--- config.mk ---
export PLATFORM = sky130hd
export DESIGN_NAME = ipi_send_arbiter
export DESIGN_NICKNAME = d
export VERILOG_FILES = /design/src/rtl/ipi_send_arbiter.sv
export SDC_FILE = /design/constraint.sdc
export NUM_CORES = 1
export LEC_CHECK = 0
export CELL_PAD_IN_SITES_DETAIL_PLACEMENT = 0
export CELL_PAD_IN_SITES_GLOBAL_PLACEMENT = 1
export CORE_MARGIN = 2
export CORE_UTILIZATION = 25
export CTS_BUF_LIST = sky130_fd_sc_hd__clkbuf_8
export DETAILED_ROUTE_END_ITERATION = 7
export GPL_ROUTABILITY_DRIVEN = 0
export PLACE_DENSITY = 0.95
export SLEW_MARGIN = 20
export SYNTH_ARGS = -nofsm -noshare
export SYNTH_HDL_FRONTEND = slang
export SYNTH_SLANG_ARGS = --single-unit
--- constraint.sdc ---
create_clock -name clk -period 3.23 [get_ports clk]
set_clock_uncertainty 0.05 [all_clocks]
set_input_delay 0.323 -clock clk [delete_from_list [all_inputs] [get_ports clk]]
set_output_delay 0.323 -clock clk [all_outputs]
set_load 0.02 [all_outputs]
--- src/rtl/ipi_send_arbiter.sv ---
// Round-robin arbiter that shares the IPI mailbox sender CSR path between local requesters.
// Each grant issues SEND_MASK then TX_DATA, bounded by a bus timeout, and ends in a completion pulse.
module ipi_send_arbiter #(
    parameter int                REQS      = 4,
    parameter int                CORES     = 2,
    parameter int                DATA_W    = 32,
    parameter int                ADDR_W    = 32,
    parameter logic [ADDR_W-1:0] BASE_ADDR = ADDR_W'(32'h0),
    parameter int                TIMEOUT   = 16
) (
    input  logic                     clk,
    input  logic                     rst_n,
    input  logic [REQS-1:0]          req_valid,
    output logic [REQS-1:0]          req_ready,
    input  logic [REQS*CORES-1:0]    req_mask,
    input  logic [REQS*DATA_W-1:0]   req_data,
    output logic [REQS-1:0]          done_valid,
    output logic                     done_fault,
    output logic                     m_valid,
    output logic [ADDR_W-1:0]        m_addr,
    output logic [DATA_W-1:0]        m_wdata,
    output logic [DATA_W/8-1:0]      m_wstrb,
    input  logic                     m_ready,
    input  logic                     m_fault,
    output logic                     busy,
    output logic [$clog2(REQS)-1:0]  grant_id
);

    localparam int GW     = $clog2(REQS);
    localparam int CW     = $clog2(TIMEOUT);
    localparam int STRB_W = DATA_W / 8;

    typedef enum logic [1:0] {
        ST_IDLE    = 2'd0,
        ST_WR_MASK = 2'd1,
        ST_WR_DATA = 2'd2,
        ST_DONE    = 2'd3
    } state_t;

    state_t              state_q, state_d;
    logic [GW-1:0]       rr_ptr_q, rr_ptr_d;
    logic [GW-1:0]       grant_q, grant_d;
    logic [CORES-1:0]    mask_q, mask_d;
    logic [DATA_W-1:0]   data_q, data_d;
    logic                fault_q, fault_d;
    logic [CW-1:0]       tmo_q, tmo_d;

    logic                any_req_s;
    logic [GW-1:0]       gsel_s;
    logic [GW-1:0]       ptr_next_s;
    logic [CORES-1:0]    sel_mask_s;
    logic [DATA_W-1:0]   sel_data_s;
    logic                in_write_s;
    logic                stall_s;
    logic                tmo_hit_s;

    // Round-robin search from rr_ptr upward with wrap, plus payload mux for the winner
    always_comb begin
        logic [GW:0] sum_v;
        logic [GW:0] nxt_v;
        logic [GW-1:0] idx_v;
        any_req_s  = 1'b0;
        gsel_s     = {GW{1'b0}};
        sel_mask_s = {CORES{1'b0}};
        sel_data_s = {DATA_W{1'b0}};
        for (int k = 0; k < REQS; k++) begin
            sum_v     = {1'b0, rr_ptr_q} + (GW+1)'(k);
            sum_v     = (sum_v >= (GW+1)'(REQS)) ? (sum_v - (GW+1)'(REQS)) : sum_v;
            idx_v     = sum_v[GW-1:0];
            gsel_s    = (!any_req_s && req_valid[idx_v]) ? idx_v : gsel_s;
            any_req_s = any_req_s | req_valid[idx_v];
        end
        for (int i = 0; i < REQS; i++) begin
            sel_mask_s = (GW'(i) == gsel_s) ? req_mask[i*CORES +: CORES]  : sel_mask_s;
            sel_data_s = (GW'(i) == gsel_s) ? req_data[i*DATA_W +: DATA_W] : sel_data_s;
        end
        nxt_v      = {1'b0, gsel_s} + (GW+1)'(1);
        ptr_next_s = (nxt_v == (GW+1)'(REQS)) ? {GW{1'b0}} : nxt_v[GW-1:0];
    end

    assign in_write_s = (state_q == ST_WR_MASK) || (state_q == ST_WR_DATA);
    assign stall_s    = in_write_s && !m_ready;
    assign tmo_hit_s  = (tmo_q == CW'(TIMEOUT - 1));

    // State and datapath registers
    always_ff @(posedge clk) begin
        if (!rst_n) begin
            state_q  <= ST_IDLE;
            rr_ptr_q <= {GW{1'b0}};
            grant_q  <= {GW{1'b0}};
            mask_q   <= {CORES{1'b0}};
            data_q   <= {DATA_W{1'b0}};
            fault_q  <= 1'b0;
            tmo_q    <= {CW{1'b0}};
        end else begin
            state_q  <= state_d;
            rr_ptr_q <= rr_ptr_d;
            grant_q  <= grant_d;
            mask_q   <= mask_d;
            data_q   <= data_d;
            fault_q  <= fault_d;
            tmo_q    <= tmo_d;
        end
    end

    // Next-state logic; an m_ready on the timeout cycle takes priority over the timeout
    always_comb begin
        state_d  = state_q;
        rr_ptr_d = rr_ptr_q;
        grant_d  = grant_q;
        mask_d   = mask_q;
        data_d   = data_q;
        fault_d  = fault_q;
        case (state_q)
            ST_IDLE: begin
                if (any_req_s) begin
                    grant_d  = gsel_s;
                    rr_ptr_d = ptr_next_s;
                    mask_d   = sel_mask_s;
                    data_d   = sel_data_s;
                    fault_d  = (sel_mask_s == {CORES{1'b0}});
                    state_d  = (sel_mask_s == {CORES{1'b0}}) ? ST_DONE : ST_WR_MASK;
                end else begin
                    state_d = ST_IDLE;
                end
            end
            ST_WR_MASK: begin
                if (m_ready) begin
                    fault_d = m_fault;
                    state_d = m_fault ? ST_DONE : ST_WR_DATA;
                end else if (tmo_hit_s) begin
                    fault_d = 1'b1;
                    state_d = ST_DONE;
                end else begin
                    state_d = ST_WR_MASK;
                end
            end
            ST_WR_DATA: begin
                if (m_ready) begin
                    fault_d = m_fault;
                    state_d = ST_DONE;
                end else if (tmo_hit_s) begin
                    fault_d = 1'b1;
                    state_d = ST_DONE;
                end else begin
                    state_d = ST_WR_DATA;
                end
            end
            ST_DONE: begin
                state_d = ST_IDLE;
            end
            default: begin
                state_d = ST_IDLE;
            end
        endcase
        tmo_d = (state_d != state_q) ? {CW{1'b0}} :
                (stall_s ? (tmo_q + CW'(1)) : tmo_q);
    end

    // Output decode; bus fields come only from registered state so they hold while stalled
    always_comb begin
        req_ready  = {REQS{1'b0}};
        done_valid = {REQS{1'b0}};
        done_fault = 1'b0;
        m_valid    = 1'b0;
        m_addr     = {ADDR_W{1'b0}};
        m_wdata    = {DATA_W{1'b0}};
        m_wstrb    = {STRB_W{1'b0}};
        busy       = (state_q != ST_IDLE);
        grant_id   = grant_q;
        case (state_q)
            ST_IDLE: begin
                for (int i = 0; i < REQS; i++) begin
                    req_ready[i] = rst_n && any_req_s && (GW'(i) == gsel_s);
                end
            end
            ST_WR_MASK: begin
                m_valid              = 1'b1;
                m_addr               = BASE_ADDR;
                m_wdata[CORES-1:0]   = mask_q;
                m_wstrb              = {STRB_W{1'b1}};
            end
            ST_WR_DATA: begin
                m_valid = 1'b1;
                m_addr  = BASE_ADDR + ADDR_W'(32'd4);
                m_wdata = data_q;
                m_wstrb = {STRB_W{1'b1}};
            end
            ST_DONE: begin
                for (int i = 0; i < REQS; i++) begin
                    done_valid[i] = (GW'(i) == grant_q);
                end
                done_fault = fault_q;
            end
            default: begin
                busy = 1'b1;
            end
        endcase
    end

endmodule

Word-level counts from Yosys, hierarchy flattened
Cells that the tools add are included.
- flip-flop bits (word level): 45
- input port bits: 144
- output and inout bits: 81
- logic and storage cells: 111
- $add $sub $neg: 9
- magnitude comparators: 8
- equality and inequality tests: 14
- mux-type cells: 45
- bitwise operators: 4
- reductions and logical operators: 24
- operators with widths (kind ; count):
    32-bit two-way mux ; 4
    2-bit two-way mux ; 17
    30-bit two-way mux ; 1
    2-bit by 3-bit < comparator with 1-bit output (second input constant) ; 4
    1-bit two-way mux ; 12
    4-bit two-way mux ; 3
    3-bit greater-or-equal comparator (second input constant) ; 3
    1-bit logical AND ; 9
    1-bit binary-select mux with 2-bit select ; 4
    2-bit == test (first input constant) ; 4
    2-bit zero test ; 4
    2-bit one-hot mux with 4 select lines ; 1
    2-bit by 1-bit subtractor with 2-bit output (second input constant) ; 4
    2-bit by 1-bit adder with 3-bit output (second input constant) ; 2
    2-bit by 2-bit adder with 3-bit output (second input constant) ; 2
    4-bit by 1-bit adder with 4-bit output (second input constant) ; 1
    1-bit by 2-bit == test with 1-bit output (first input constant) ; 2
    2-bit == test (second input constant) ; 2
    4-bit == test (second input constant) ; 1
    1-bit zero test ; 4
    2-bit one-hot mux with 2 select lines ; 1
    2-bit nonzero test ; 2
    2-bit OR reduction ; 2
    3-bit == test (second input constant) ; 1
    other kinds (12) ; 14

Logic depth before layout (Yosys ltp)
- depth after elaboration: 21
- depth in mapped cells: 13
- mapped depth without buffers: 10

Worst setup path before layout
Ideal clock, no wire load.
- kind: input-to-output
- from: input req_valid[3]
- to: output req_ready[3]
- arrival: 2.279 ns
- data required time: 2.857 ns
- setup slack: 0.578 ns
- stages: 8
- buffers on the path: 3
- cells stage by stage: inv_1 -> a22o_1 -> a221oi_1 -> ha_1 -> buf_4 -> clkbuf_1 -> clkbuf_1 -> and3_1
- word-level cells in the longest chain between the ends: 10
- elaborated cells between the ends (all ways): 25
- those cells by class: eq/ne (1); mux (13); bitwise (3); reduce/logical (8)
- ends and longest elaborated chain (item ; RTL line ; RTL):
    start: declaration ; 13 ; input logic [REQS-1:0] req_valid,
    1-bit binary-select mux with 2-bit select ; 70, 71 ;
    1-bit two-way mux (implied by the code) ; 70, 71 ;
    1-bit zero test / 1-bit OR (equally long branches) ; 70, 71 ;
    1-bit logical AND (tied with other cells) ; 70 ; gsel_s = (!any_req_s && req_valid[idx_v]) ? idx_v : gsel_s;
    2-bit two-way mux (tied with other cells) ; 70 ;
    2-bit two-way mux / 1-bit logical AND (equally long branches) ; 70 ;
    2-bit two-way mux * ; 70 ;
    net gsel_s[0] ; 49 ; logic [GW-1:0] gsel_s;
    2-bit == test * ; 174 ; req_ready[i] = rst_n && any_req_s && (GW'(i) == gsel_s);
    1-bit logical AND * ; 174 ;
    4-bit two-way mux * ; 171 ; case (state_q)
    end: declaration ; 14 ; output logic [REQS-1:0] req_ready,
The timed path passes the listed nets; every way through them passes the cells marked *. The select of a mux whose other input is x is not followed.

Worst setup path in the final report
- from: input req_valid[3]
- to: output req_ready[1]
- word-level cells in the longest chain between the ends: 10
- elaborated cells between the ends (all ways): 25
- those cells by class: eq/ne (1); mux (13); bitwise (3); reduce/logical (8)
- ends and longest elaborated chain (item ; RTL line):
    1-bit binary-select mux with 2-bit select ; 70, 71
    1-bit two-way mux (implied by the code) ; 70, 71
    1-bit zero test / 1-bit OR (equally long branches) ; 70, 71
    1-bit logical AND (tied with other cells) ; 70
    2-bit two-way mux (tied with other cells) ; 70
    2-bit two-way mux / 1-bit logical AND (equally long branches) ; 70
    2-bit two-way mux * ; 70
    net gsel_s[0] ; 49
    1-bit by 2-bit == test with 1-bit output * ; 174
    1-bit logical AND * ; 174
    4-bit two-way mux * ; 171
Marked as above.

==> flow_summary.toml <==
[outcome]
status = "finished clean"

[placed_design]
portBuffers = 193
dpl_cell_area_sq_um = 5360
dpl.hpwl_mm = 9.43

[worst_setup_path]
cp-startpoint = "req_valid[3]"
crit_type = "in -> out"
critPathArrivalTime_ns = 2.72
end_kind = "output port"
crit_path_start_kind = "input port"
critPathRequiredTime_ns = 2.86
r2r-start = "rr_ptr_q[0]$_SDFFE_PN0P_"
crit_fanout = 8

[hold_path]
hold_class = "reg -> reg"
holdCritStartpoint = "mask_q[0]$_SDFFE_PN0P_"

[clock_network]
cts-root-buf = "clkbuf_8"
ctsResizeCount = 0
tritoncts = "done"
cts_setup_buffers = 0
clk_latency_ns = 0.30
cts_hold_buffers = 0
clk_pin_slew_worst_paths_ns = 0.08
clock_path_buffers = 2
numClockSinks = 45
h-tree-depth = 2
cts_buffers = 5

[floorplan]
rows = 42
die-area_sq_um = 14400
initial_utilization_pct = 25.5
dieWidth_microns = 120
core_sq_um = 13200
die_h_microns = 120
io_pins = 225

[routing]
avgViaCountPerCell = 4.77
drc = 0
vias = 3790
drt-total-wl_mm = 12.0
drt_iter0_markers = 172
wl_per_cell_microns = 15.1
drtAntennaViolNets = 0
first_pass_iters = 4

[synth]
yosysSeqAreaShare_pct = 26.8
synthTopCellsByArea = "dfxtp_1, a21oi_1, a221oi_1"
synth_area_per_cell_sq_um = 7.55
synth.ff_latch_count = 45
ys.flop_type = "dfxtp_1"
netlist.area_leader.share_pct = 26.8
syn_area_sq_um = 3360
syn_inst = 445
ys_warn_count = 0
synth_edf_count = 0
synthDistinctLibCells = 41
ys_async_sr_fraction_pct = 0
synth_largest_area_cell = "dfxtp_1"

[sta]
max_freq_mhz = 323
final.setup.tns_ns = 0
slew_headroom_pct = 42.9
timing.hold.ws_ns = 0.409
fin_crit_ns = 3.09
drv_slew = 0
rsz0062_at_grt = "no"
tightest_slew_ns = 0.857
finalSetupViolCount = 0
finalHoldViolations = 0
finalCritPeriodShare_pct = 95.7

[global_routing]
first_global_vias = 3827
grt_pass1_wl_mm = 18.9
overflow = 0
antenna_found_initial = 0
grt_max_degree = 42
grtUsageTotal_pct = 16.3

[finish]
final_cell_mix = "clkdlybuf4s50_1, a21oi_1, dfxtp_1"
n_antenna_cell = 0
mostFrequentLayoutCell = "clkdlybuf4s50_1"
drive_gt1_share_pct = 5.99
finalCoreUtilization_pct = 41.3
stdcell_area_sq_um = 5440
syn2layout_area_growth_pct = 61.9
nets = 770

[power_and_ir_drop]
power_density_nw_per_um2 = 726
p_leak_uw = 0.00205
vdd_ir_drop_max_mv = 0.298
finalPower_uw = 3950

[run]
maxCapViolCount = 0
[state kept, by name, summed over array words and instances, names as in the netlist]
register,count
mask_q,2
fault_q,1
grant_id,2
data_q,32
rr_ptr_q,2
tmo_q,4
state_q,2
[metal layers]
layer,track usage (%),up-vias,share of wire [%]
li1,-,1872,-
met1,19.0,1743,40
met2,29.2,160,50
met3,4.23,15,7.1
met4,4.63,0,2.2
met5,0,-,0
[critical path: stages]
cell	delay (ns)
clkdlybuf4s50_1	0.48
inv_1	0.07
a22o_1	0.23
a221oi_1	0.25
buf_4	0.19
ha_1	0.37
and3_1	0.21
clkdlybuf4s50_1	0.61
[through the flow]
| stage | std cells | worst slack [ns] |
|---|---|---|
| 2_1_floorplan | 475 | 0.578 |
| 4_1_cts | 794 | 0.143 |
| 3_5_place_dp | 786 | 0.0675 |
| 5_1_grt | 794 | 0.0589 |
| 6_report | 794 | 0.138 |
| 3_3_place_gp | 786 | 0.135 |
[report_power, final]
part	internal [uW]	switching [uW]	total [uW]
logic	1170	1490	2670
registers	814	128	942
clock network	147	194	341
[cell families after synthesis]
kind of cell	Yosys count	synth area share, %
AO/OA/AOI/OAI	156	29.5
other	1	0.112
XOR/XNOR	5	1.53
buffers and inverters	83	13.6
AND/OR/NAND/NOR	145	24.7
multiplexers	1	0.298
adder cells (fa/ha/maj)	9	3.35
flip-flops	45	26.8
[area by class of cell]
cell class / count / area (sq um)
multi-input cells: 347 / 2130
repair buffers: 208 / 2070
fillers: 1338 / 7750
clock buffers: 5 / 68.8
well taps: 176 / 220
inverters: 10 / 37.5
flip-flops and latches: 45 / 901
clock inverters: 3 / 13.8
[final timing paths]
kind	to	slack [ns]	depth (start not counted)
worst min-delay path	mask_q[0]$_SDFFE_PN0P_	0.41	2
worst max register to register	tmo_q[1]$_SDFFE_PP0P_	0.53	10
worst max-delay path	req_ready[1]	0.14	8
worst min register to register	mask_q[0]$_SDFFE_PN0P_	0.41	2
[Yosys cell counts, drive strengths merged, types with 2 or more instances]
| cell type | number |
|---|---|
| a221oi | 35 |
| a211oi | 3 |
| a21oi | 71 |
| nor3 | 36 |
| buf | 41 |
| clkbuf | 32 |
| and3 | 5 |
| dfxtp | 45 |
| and2 | 34 |
| nand2 | 15 |
| nor2b | 35 |
| a22oi | 2 |
| xnor2 | 4 |
| nand2b | 4 |
| inv | 10 |
| nand3b | 2 |
| nor3b | 3 |
| nor2 | 7 |
| ha | 9 |
| o21ai | 35 |
| a21boi | 6 |
Power figures use the tool's default switching activity.
